$ cat config.mk
export PLATFORM = sky130hd
export DESIGN_NAME = ch_acc_scheduler
export DESIGN_NICKNAME = d
export VERILOG_FILES = /design/src/rtl/ch_acc_scheduler_pkg.sv /design/src/rtl/ch_acc_scheduler_sel.sv /design/src/rtl/ch_acc_scheduler.sv
export SDC_FILE = /design/constraint.sdc
export NUM_CORES = 1
export LEC_CHECK = 0
export CORE_MARGIN = 1
export CORE_UTILIZATION = 40
export DETAILED_ROUTE_END_ITERATION = 16
export HOLD_SLACK_MARGIN = 0.03
export PLACE_DENSITY_LB_ADDON = 0.05
export RECOVER_POWER = 100
export SETUP_SLACK_MARGIN = 0.15
export SLEW_MARGIN = 20
export SYNTH_ARGS = -nofsm -noshare
export SYNTH_HDL_FRONTEND = slang
export SYNTH_SLANG_ARGS = --single-unit
$ cat constraint.sdc
create_clock -name i_clk -period 4.6 [get_ports i_clk]
set_input_delay 0.69 -clock i_clk [delete_from_list [all_inputs] [get_ports i_clk]]
set_output_delay 0.69 -clock i_clk [all_outputs]
set_load 0.01 [all_outputs]
$ cat src/rtl/ch_acc_scheduler_pkg.sv
// Shared types and width helpers for the channel-accumulate scheduler.
package ch_acc_pkg;

  typedef enum logic [1:0] {
    IDLE = 2'd0,
    RUN  = 2'd1,
    OUT  = 2'd2
  } state_e;

  // Channel-select width: wide enough to hold IN_CH-1 plus one spare bit.
  function automatic int ch_w_f(input int in_ch);
    return $clog2(in_ch) + 1;
  endfunction

  // Accumulator width: lane width plus headroom for summing in_ch lanes.
  function automatic int acc_w_f(input int width, input int in_ch);
    return width + $clog2(in_ch) + 1;
  endfunction

endpackage

$ cat src/rtl/ch_acc_scheduler_sel.sv
// Channel-slice selector: picks the PE_NUM*WIDTH slice of one input channel.
// A select value outside 0..IN_CH-1 yields all zeros.
module ch_acc_scheduler_sel #(
  parameter int WIDTH  = 30,
  parameter int IN_CH  = 3,
  parameter int PE_NUM = 2,
  parameter int CH_W   = 3
) (
  input  logic [IN_CH*PE_NUM*WIDTH-1:0] i_data,
  input  logic [CH_W-1:0]               i_sel,
  output logic [PE_NUM*WIDTH-1:0]       o_data
);

  // Mux the selected channel's lanes onto the output.
  always_comb begin
    o_data = '0;
    for (int c = 0; c < IN_CH; c++) begin
      if (i_sel == CH_W'(c)) begin
        o_data = i_data[c*PE_NUM*WIDTH +: PE_NUM*WIDTH];
      end
    end
  end

endmodule

$ cat src/rtl/ch_acc_scheduler.sv
// Channel-accumulate scheduler: walks the selector across all IN_CH channels
// of one held input word, sums each PE lane over the channels and presents
// the per-lane sums downstream.
//
// Handshakes: an input word is taken on a rising edge where i_valid && o_ready;
// an output word is taken on a rising edge where o_valid && i_ready. o_valid
// and o_acc hold steady until taken. i_data is not registered, so upstream
// keeps it stable from acceptance until o_ready rises again.
module ch_acc_scheduler
  import ch_acc_pkg::*;
#(
  parameter int WIDTH  = 30,
  parameter int IN_CH  = 3,
  parameter int PE_NUM = 2,
  parameter int CH_W   = ch_w_f(IN_CH),
  parameter int ACC_W  = acc_w_f(WIDTH, IN_CH)
) (
  input  logic                          i_clk,
  input  logic                          i_rst,
  input  logic [IN_CH*PE_NUM*WIDTH-1:0] i_data,
  input  logic                          i_valid,
  output logic                          o_ready,
  output logic [CH_W-1:0]               o_ch_sel,
  output logic                          o_busy,
  output logic [PE_NUM*ACC_W-1:0]       o_acc,
  output logic                          o_valid,
  input  logic                          i_ready
);

  state_e                  state_q;
  logic [CH_W-1:0]         ch_q;
  logic [ACC_W-1:0]        acc_q [PE_NUM];
  logic [ACC_W-1:0]        acc_d [PE_NUM];
  logic [PE_NUM*WIDTH-1:0] sel_data;
  logic                    last_ch;

  assign last_ch = (ch_q == CH_W'(IN_CH - 1));

  ch_acc_scheduler_sel #(
    .WIDTH  (WIDTH),
    .IN_CH  (IN_CH),
    .PE_NUM (PE_NUM),
    .CH_W   (CH_W)
  ) u_sel (
    .i_data (i_data),
    .i_sel  (ch_q),
    .o_data (sel_data)
  );

  // Next lane sums: add the sign-extended lane of the selected channel.
  always_comb begin
    for (int p = 0; p < PE_NUM; p++) begin
      acc_d[p] = acc_q[p] + {{(ACC_W-WIDTH){sel_data[p*WIDTH+WIDTH-1]}},
                             sel_data[p*WIDTH +: WIDTH]};
    end
  end

  // Control FSM with channel counter and lane accumulators.
  always_ff @(posedge i_clk or posedge i_rst) begin
    if (i_rst) begin
      state_q <= IDLE;
      ch_q    <= '0;
      for (int p = 0; p < PE_NUM; p++) acc_q[p] <= '0;
    end else begin
      case (state_q)
        IDLE: begin
          if (i_valid) begin
            state_q <= RUN;
            ch_q    <= '0;
            for (int p = 0; p < PE_NUM; p++) acc_q[p] <= '0;
          end
        end
        RUN: begin
          for (int p = 0; p < PE_NUM; p++) acc_q[p] <= acc_d[p];
          if (last_ch) begin
            // Counter parks at 0 so the select reads 0 while results wait.
            ch_q    <= '0;
            state_q <= OUT;
          end else begin
            ch_q <= ch_q + CH_W'(1);
          end
        end
        OUT: begin
          if (i_ready) state_q <= IDLE;
        end
        default: begin
          state_q <= IDLE;
          ch_q    <= '0;
        end
      endcase
    end
  end

  // Status decodes straight from the state register.
  assign o_ready  = (state_q == IDLE);
  assign o_busy   = (state_q == RUN) || (state_q == OUT);
  assign o_valid  = (state_q == OUT);
  assign o_ch_sel = ch_q;

  for (genvar p = 0; p < PE_NUM; p++) begin : g_acc_out
    assign o_acc[p*ACC_W +: ACC_W] = acc_q[p];
  end

endmodule

# Word-level counts from Yosys, hierarchy flattened
# Index checks and enable logic that the tools add are counted.
[classes]
add_sub_neg = 3
n_eq_ne = 7
muxes = 12
n_bitwise = 1
reduce_logical = 7
[op_table]
columns = ["operator", "count"]
rows = [
  ["$mux W60", 3],
  ["$pmux W66 S2", 1],
  ["$add A33 B33 Y33", 2],
  ["$mux W66", 1],
  ["$pmux W3 S3", 1],
  ["$mux W2", 3],
  ["$mux W3", 2],
  ["$pmux W2 S3", 1],
  ["$ne A2 B2 Y1 const B", 2],
  ["$reduce_and A2 Y1", 2],
  ["$add A3 B1 Y3 const B", 1],
  ["$eq A3 B1 Y1 const B", 1],
  ["$eq A3 B2 Y1 const B", 1],
  ["$logic_not A3 Y1", 1],
  ["$reduce_and A3 Y1", 1],
  ["$eq A2 B1 Y1 const B", 1],
  ["$eq A2 B2 Y1 const B", 1],
  ["$logic_not A2 Y1", 1],
  ["$ne A2 B1 Y1 const B", 1],
  ["$reduce_bool A2 Y1", 1],
  ["$logic_or A1 B1 Y1", 1],
  ["$not A1 Y1", 1],
]
[totals]
register_bits = 71
inputBits = 184
out_inout_bits = 72
word_cells = 34

# Longest topological paths before layout
# Gate-level depths: netlist (run 1).
[logic_depth]
ltp_word = 6
depth_mapped = 18

# By module
# From an unflattened synthesis (run 1), not the netlist that was laid out.
[unflattened]
cells_unflattened = 898
area_unflattened_um2 = 7940.1
[by_module_without_submodules]
columns = ["mod", "instances", "cells_each", "area_each_um2", "seq_area_each_um2"]
rows = [
  ["ch_acc_scheduler", 1, 688, 5869.4, 1776.7],
  ["ch_acc_scheduler_sel", 1, 210, 2070.7, 0.0],
]

# Worst setup path before layout (run 1)
# No wires, ideal clock.
[synth_timing]
path_kind = "reg-to-reg"
startpoint = "register ch_q[1], in the netlist o_ch_sel[1]"
endpoint = "register acc_q (netlist bit o_acc[65])"
setup_time_ns = 0.138
arrival_ns = 3.882
slack_ns = 0.579
path_stages_with_launch = 18
path_buffers = 2
path_cell_list = "dfrtp_1 -> clkbuf_1 -> buf_1 -> mux2i_1 -> nor2_1 -> a21oi_1 -> nor2_1 -> ha_1 -> fa_1 -> a211o_1 -> o211ai_1 -> a21bo_2 -> o22ai_2 -> a31oi_2 -> o21bai_4 -> a21o_1 -> a2111oi_0 -> a31oi_1"
[synth_via]
elab_chain_len = 6
[synth_rtl]
columns = ["element", "line_no", "rtl"]
rows = [
  ["start: declaration", "ch_acc_scheduler.sv:31", "logic [CH_W-1:0] ch_q;"],
  ["start signal: assignment", "ch_acc_scheduler.sv:80", "ch_q <= ch_q + CH_W'(1);"],
  ["$logic_not A3 Y1", "ch_acc_scheduler_sel.sv:18", "if (i_sel == CH_W'(c)) begin"],
  ["$mux W60 (2 in series)", "ch_acc_scheduler_sel.sv:18", ""],
  ["$mux W60 *", "ch_acc_scheduler_sel.sv:18", ""],
  ["$add A33 B33 Y33 *", "ch_acc_scheduler.sv:53", "acc_d[p] = acc_q[p] + {{(ACC_W-WIDTH){sel_data[p*WIDTH+WIDTH-1]}},"],
  ["$pmux W66 S2 *", "ch_acc_scheduler.sv:65", "case (state_q)"],
  ["end: declaration", "ch_acc_scheduler.sv:32", "logic [ACC_W-1:0] acc_q [PE_NUM];"],
]
# Every way passes the cells marked *; elsewhere a longest branch is shown, timed or not.
# A chain may end at the register's enable or synchronous reset.

# Worst setup path in the final report (run 1)
# Same ends and word-level chain as after synthesis.

==> results.yml, run 1 <==
sta:
  fin_crit_sh_pct: 91.7
  post-route-min-period_ns: 4.22
  fin_hold_ws_ns: 0.508
  finalHoldViolCount: 0
  slew_headroom_pct: -54.2
  slew_viol_final: 96
  fmax_ghz: 0.237
  final-setup-viol-count: 0
  rsz0062_at_grt: "no"
  worst_slew_pin_slew_ns: 2.30
  skew_ns: 0.00446
  fin_setup_tns_ns: 0
worst_hold_path:
  hold_path_class: "reg2reg"
  worst_hold_path.endpoint: "o_acc[17]"
  hp-start: "o_acc[17]"
  hold-path-cell-count: 2
clock_network:
  cts.path.max_buffers: 2
  cts_tree: "done"
  ctsHoldBuffers: 0
  cts_resized: 0
  cts_max_level: 3
  clock-root-buffer: "clkbuf_16"
  cts.sinks: 71
  path_clk_slew_ns: 0.06
  clk-insertion-delay-late_ns: 0.34
  cts_buffers: 9
  cts_setup_buffers: 0
synthesis:
  synth.largest_area_cell: "dfrtp_1"
  synth_edf_count: 0
  ys.flop_type: "dfrtp_1"
  synth_async_sr_flop_share_pct: 100
  synth_area_um2: 7390
  ys_ff_latch: 71
  synth.avg_cell_area_um2: 7.59
  ys_warn_count: 0
  ys_top_cells_by_area: "dfrtp_1 (24%), ha_1 (12%), mux2i_1 (8.3%)"
  synth_cells: 974
  yosysSeqAreaShare_pct: 24.0
  yosysTopAreaCellShare_pct: 24.0
  syn-num-nets: 1228
  synth.distinct_cells: 72
route:
  ant_nets: 0
  num_vias: 7779
  drtPass1Iterations: 5
  drc: 0
  viasPerCell: 5.41
  routed_wl_um: 23500
  drt_iter0_markers: 330
  wl_per_cell_um: 16.4
final_layout:
  layout_commonest_cell: "clkdlybuf4s50_1"
  multi_input_area_um2: 5330
  drive_gt1_share_pct: 3.81
  num_antenna_cells: 0
  fin_area_um2: 10500
  nFillCells: 1778
  regArea_um2: 1780
  nets: 1459
  final_cell_mix: "clkdlybuf4s50_1 (184), nor2_1 (157), a21oi_1 (115)"
  area_growth_pct: 41.4
power_and_ir_drop:
  pwr-share-clk_pct: 8.7
  p_leak_nw: 4.69
  max-vdd-ir-drop_uv: 407
  p_total_mw: 7.96
  comb_power_share_pct: 76.4
  pwr-share-seq_pct: 14.8
  p_per_area_nw_per_um2: 761
  switching_share_pct: 50.1
  p_int_mw: 3.97
  p_switching_mw: 3.99
floorplan:
  die_y_um: 138
  initial_core_util_pct: 41.0
  placement_rows: 49
  ios: 256
  core-area_um2: 18000
  dieArea_um2: 19000
  die_w_um: 138
grt:
  grt_use_total_pct: 25.2
  grt_overflow_total: 0
  grt_pass1_wl_um: 37300
  antenna_found_initial: 0
  grt_max_degree: 67
  grt_pass1_vias: 7650
setup_path:
  timing.critical_path.slowest_cell_delay_ns: 0.59
  critical_path_class: "reg2reg"
  crit_arrival_ns: 4.43
  critPathSlowestCell: "dfrtp_4"
  regToRegStartpoint: "o_ch_sel[1]"
  critical_path.startpoint_type: "flop"
  worstSetupStartpoint: "o_ch_sel[1]"
  regToRegSetupSlack_ns: 0.38
  crit_chain: "buf_12 > mux2i_1 > nor2_1 > a21oi_1 > nor2_1 > ha_1 > nand2_1 > or4_1 > o22ai_1 > a31oi_2 > o21bai_4 > a211oi_1 > a2111oi_0 > a31oi_1"
  worst-endpoint-required_ns: 4.81
  critPathMostFrequentCell: "nor2_1"
  crit_fanout: 37
  cp-end-kind: "flop"
  r2r_cells: 14
  reg2reg_to: "o_acc[65]"
placed_design:
  place_area_um2: 10200
  place.detailed.hpwl_um: 18200
  gp_congestion: 0.892
  port_buffers: 255
run_status:
  violations: "capacitance limit, slew limit"
  outcome: "finished with violations"
job:
  cap_violations: 3
[through the flow]
| stage | setup slack [ns] | utilization, % | std cells |
|---|---|---|---|
| 6_report | 0.384 | 58.0 | 1437 |
| 5_1_grt | 0.127 | 58.0 | 1437 |
| 4_1_cts | 0.492 | 58.3 | 1437 |
| 3_5_place_dp | 0.382 | 56.7 | 1423 |
| 3_3_place_gp | 0.474 | 56.7 | 1423 |
| 2_1_floorplan | 0.579 | - | 974 |
[registers in the layout, indices dropped and copies added, names as in the netlist]
register / cells
o_ch_sel: 3
state_q: 2
o_acc: 66
[kinds of logic after synthesis]
group	share of synthesized area, %
adder cells (fa/ha/maj)	12.1
multiplexers	8.26
XOR/XNOR	6.04
AO/OA/AOI/OAI	25.6
AND/OR/NAND/NOR	20.3
flip-flops	24.0
buffers and inverters	3.74
[Yosys cell counts, types with 4 or more instances]
cell type / n
nand3_1: 17
a32o_1: 6
a21o_1: 23
inv_1: 21
or3_1: 4
nand2b_1: 11
a21oi_1: 114
a31oi_1: 7
dfrtp_1: 71
nor2b_1: 7
xnor2_1: 22
xor2_1: 29
o21ai_1: 11
o21ai_0: 81
nor2_1: 157
nor3_1: 11
nand2_1: 113
mux2i_1: 61
a22o_1: 7
clkbuf_1: 36
ha_1: 68
buf_1: 14
a211oi_1: 7
nand4_1: 5
[area by class of cell]
class | count | area share [%]
Sequential cell | 71 | 17.0
Multi-Input combinational cell | 830 | 51.0
Inverter | 21 | 0.766
Clock buffer | 14 | 2.72
Tap cell | 229 | 2.74
Timing Repair Buffer | 272 | 25.8
[per-layer routing]
layer | track usage, % | part of all wire [%]
met5 | 0 | 0
met4 | 6.52 | 1.1
met3 | 4.20 | 6.3
met2 | 44.5 | 48
met1 | 31.5 | 44
[worst max-delay path: cells and delay by family, from the launching register on]
kind | cells | cell delay, ns
and+or+nand+nor | 4 | 0.81
adders and majority gates | 1 | 0.47
buffers and inverters | 1 | 0.31
DFF | 1 | 0.59
muxes | 1 | 0.31
AOI/OAI and AO/OA | 7 | 1.59
[power by group through the flow]
| stage | logic (mW) | clock network [mW] | registers, mW |
|---|---|---|---|
| 2_1_floorplan | 4.34 | 0 | 1.22 |
| 4_1_cts | 6.25 | 0.711 | 1.20 |
| 3_5_place_dp | 6.22 | 0 | 1.20 |
| 6_report | 6.08 | 0.693 | 1.18 |
| 3_3_place_gp | 6.16 | 0 | 1.20 |
| 5_1_grt | 6.82 | 0.731 | 1.23 |
[worst max path at each step]
stage | end | cells past startpoint
detailed placement | o_acc[65] | 16
floorplan | o_acc[65] | 17
finish | o_acc[65] | 14
CTS | o_acc[65] | 13
global placement | o_acc[65] | 16
global route | o_acc[32] | 14
Note: power is estimated with default switching activity, not from simulation.
==> inputs of run 2 (changes only) <==
--- a/config.mk
+++ b/config.mk
@@ -5,6 +5,7 @@
 export SDC_FILE = /design/constraint.sdc
 export NUM_CORES = 1
 export LEC_CHECK = 0
+export CAP_MARGIN = 10
 export CORE_MARGIN = 1
 export CORE_UTILIZATION = 40
 export DETAILED_ROUTE_END_ITERATION = 16
==> results of run 2 <==
Same layout as run 1: the final DEF is identical, and so are final timing and power.
==> inputs of run 3 (changes only) <==
--- a/config.mk
+++ b/config.mk
@@ -9,6 +9,7 @@
 export CORE_MARGIN = 1
 export CORE_UTILIZATION = 40
 export DETAILED_ROUTE_END_ITERATION = 16
+export GPL_TIMING_DRIVEN = 0
 export HOLD_SLACK_MARGIN = 0.03
 export PLACE_DENSITY_LB_ADDON = 0.05
 export RECOVER_POWER = 100
@@ -16,4 +17,5 @@
 export SLEW_MARGIN = 20
 export SYNTH_ARGS = -nofsm -noshare
 export SYNTH_HDL_FRONTEND = slang
+export SYNTH_HIERARCHICAL = 1
 export SYNTH_SLANG_ARGS = --single-unit
==> constraint.sdc (replaced) <==
create_clock -name i_clk -period 4.6 [get_ports i_clk]
set_input_delay 0.69 -clock i_clk [delete_from_list [all_inputs] [get_ports i_clk]]
set_output_delay 0.69 -clock i_clk [all_outputs]
set_load 0.1 [all_outputs]
==> run 3 against run 2 <==
Against the previous run: the run still ends with capacitance limit, slew limit left; largest cell class unchanged; critical path depth grew 2; final cell count down 0.28%; cell area increased by 5.8%; hold slack worse by 0.015 ns; maximum frequency down 0.38%; clock power shrank 4.5%.
==> results.yml, run 3 <==
placed_design:
  port_buffers: 255
  pre_cts_ws_ns: 0.342
  gp_congestion: 0.854
  place_area_um2: 10900
  place.detailed.hpwl_um: 18700
synthesis:
  yosysSeqAreaShare_pct: 22.4
  syn-num-nets: 1151
  synth_cells: 898
  synth.avg_cell_area_um2: 8.84
  synth_top_family_by_area: "compound AO/OA/AOI/OAI gates"
  synth_xor_area_share_pct: 5.74
  synth_area_um2: 7940
  synthSimpleGateAreaFrac_pct: 11.6
  ys.flop_type: "dfrtp_1"
  synth_edf_count: 0
  synthMuxAreaShare_pct: 7.86
  yosysTopAreaCellShare_pct: 22.4
  ys_ff_latch: 71
  synth_compound_gate_area_share_pct: 32.9
  ys_top_cells_by_area: "dfrtp_1 (22%), o32ai_2 (12%), ha_1 (11%)"
  ys_warn_count: 6
  synth.most_common_cell: "inv_1"
  synth.largest_area_cell: "dfrtp_1"
  synth_async_sr_flop_share_pct: 100
  synth.distinct_cells: 67
  synthAdderAreaFrac_pct: 11.1
  synth_commonest_cells: "inv_1 (87), nand2_1 (85), o21ai_0 (79)"
setup_path:
  crit_fanout: 10
  critical_path_class: "reg2reg"
  worst-endpoint-required_ns: 4.80
  cp-end-kind: "flop"
  regToRegSetupSlack_ns: 0.37
  reg2reg_to: "o_acc[32]"
  crit_arrival_ns: 4.43
  r2r_cells: 16
  regToRegStartpoint: "o_ch_sel[0]"
  critical_path.startpoint_type: "flop"
clock_network:
  cts_buffers: 9
  cts_max_level: 3
  path_clk_slew_ns: 0.06
  cts_setup_buffers: 0
  clk-insertion-delay-late_ns: 0.34
  cts.path.max_buffers: 2
  cts_tree: "done"
  cts.sinks: 71
  clock-root-buffer: "clkbuf_16"
sta:
  final-setup-viol-count: 0
  worst_slew_pin_slew_ns: 2.38
  rsz0062_at_grt: "yes"
  slew_headroom_pct: -58.9
  post-route-min-period_ns: 4.23
  finalHoldViolCount: 0
  skew_ns: 0.00761
  fin_crit_sh_pct: 92.0
  setup_slack_ns: 0.368
  slew_viol_final: 50
  fin_setup_tns_ns: 0
  fin_hold_ws_ns: 0.493
  fmax_ghz: 0.236
route:
  drt_iter0_markers: 273
  num_vias: 7551
  wl_per_cell_um: 16.6
  drtPass1Iterations: 5
  ant_nets: 0
  routed_wl_um: 23800
  viasPerCell: 5.27
  drc: 0
final_layout:
  drive_gt1_share_pct: 9.59
  multi_input_area_um2: 5450
  nFillCells: 1854
  layout_commonest_cell: "clkdlybuf4s50_1"
  num_antenna_cells: 0
  fin_area_um2: 11100
  nets: 1418
  regArea_um2: 1780
  largest_reg_flops: 66
  area_growth_pct: 39.3
  final_cell_mix: "clkdlybuf4s50_1 (181), inv_1 (86), nand2_1 (85)"
grt:
  grt_use_total_pct: 23.5
  grtUsageMet2_pct: 42.8
  grt_max_degree: 50
  grt_pass1_wl_um: 37400
  grt_pass1_vias: 7305
  grt_overflow_total: 0
  grt_util_met3_pct: 3.22
  antenna_found_initial: 0
  gr-usage-met1_pct: 28.8
  busiest_layer: "met2"
power_and_ir_drop:
  pwr-share-clk_pct: 7.7
  switching_share_pct: 57.9
  p_total_mw: 8.64
  p_per_area_nw_per_um2: 781
  comb_power_share_pct: 80.0
  p_switching_mw: 5.00
  p_leak_nw: 5.08
  p_int_mw: 3.64
  max-vdd-ir-drop_uv: 355
  pwr-share-seq_pct: 12.4
floorplan:
  die_y_um: 143
  core-area_um2: 19500
  dieArea_um2: 20400
  placement_rows: 51
  die_w_um: 143
  initial_core_util_pct: 40.8
  ios: 256
worst_hold_path:
  worst_hold_path.endpoint: "o_acc[32]"
  hp-start: "o_acc[32]"
  hold-path-cell-count: 1
  hold_path_class: "reg2reg"
job:
  cap_violations: 1
run_status:
  violations: "capacitance limit, slew limit"
  outcome: "finished with violations"
-- run 3: cell count changes in the layout (fill, tap and decap cells not counted), moves of 8 or more --
cell	previous run	this run
buf_6	0	15
a21o_1	23	42
buf_2	0	14
nor2_1	157	30
o32ai_2	0	55
nand2_1	112	85
o21bai_1	3	11
a21oi_1	115	40
inv_1	20	86
clkbuf_1	4	20
buf_4	12	0
-- run 3: per-stage QoR --
step	std cells	util, %
global route	1433	56.8
global placement	1418	55.6
floorplan	898	-
CTS	1433	57.1
detailed placement	1419	55.8
finish	1433	56.8
-- run 3: cells by family (layout without fill, tap and decap cells) --
kind of cell,after synthesis,count (layout)
AOI/OAI and AO/OA,311,311
xor gates and xnor gates,52,52
adders and majority gates,69,69
buffers and inverters,138,408
DFF,71,71
muxes,62,62
and+or+nand+nor,195,195
-- run 3: how the worst max path moves through the flow --
stage | start | endpoint | slack [ns]
after floorplan | o_ch_sel[0] | o_acc[29] | 0.43
after global placement | i_data[120] | o_acc[32] | 0.35
after detailed placement | i_data[151] | o_acc[62] | 0.34
after CTS | o_ch_sel[0] | o_acc[62] | 0.35
after global routing | o_ch_sel[0] | o_acc[32] | 0.05
final | o_ch_sel[0] | o_acc[32] | 0.37
-- run 3: cell type report --
type                    count  share of cell area (%)
flip-flops and latches     71                    16.1
inverters                  87                    2.96
clock inverters             1                  0.0453
multi-input cells         689                    49.2
plain buffers              51                    3.13
clock buffers              13                    2.35
repair buffers            256                    23.2
well taps                 265                    3.00
-- run 3: power groups by stage --
stage	logic (mW)	clock network (mW)	registers, mW
after floorplan	3.87	0	2.65
after global placement	6.99	0	1.09
after detailed placement	7.02	0	1.09
after CTS	7.06	0.677	1.08
after global routing	7.51	0.697	1.11
final	6.91	0.662	1.07
-- run 3: timing repair --
action | 4_1_cts | 5_1_grt
resized for setup | 0 | 3
endpoints found under the hold margin | 0 | 0
endpoints found under the setup margin | 0 | 2
hold buffers | 0 | 0
-- run 3: critical path, cell delays in order, from the launching register on --
cell and delay (ns):
dfrtp_1 0.44, buf_2 0.23, nand2b_1 0.18, buf_6 0.16, buf_6 0.15, o32ai_1 0.36, inv_1 0.11, fa_1 0.44
nor2b_1 0.20, o31a_1 0.22, o211ai_1 0.20, o211ai_1 0.35, a31oi_1 0.20, o211ai_1 0.33, a2111oi_1 0.15, o31ai_1 0.26
o31ai_1 0.10
-- run 3: layer usage --
metal | part of all wire [%] | vias to the layer above | routed length, um
met5 | 0 | - | 0
met4 | 1.3 | 0 | 311
met3 | 3.6 | 20 | 868
met2 | 50 | 152 | 12000
met1 | 45 | 3562 | 10600
li1 | - | 3817 | -
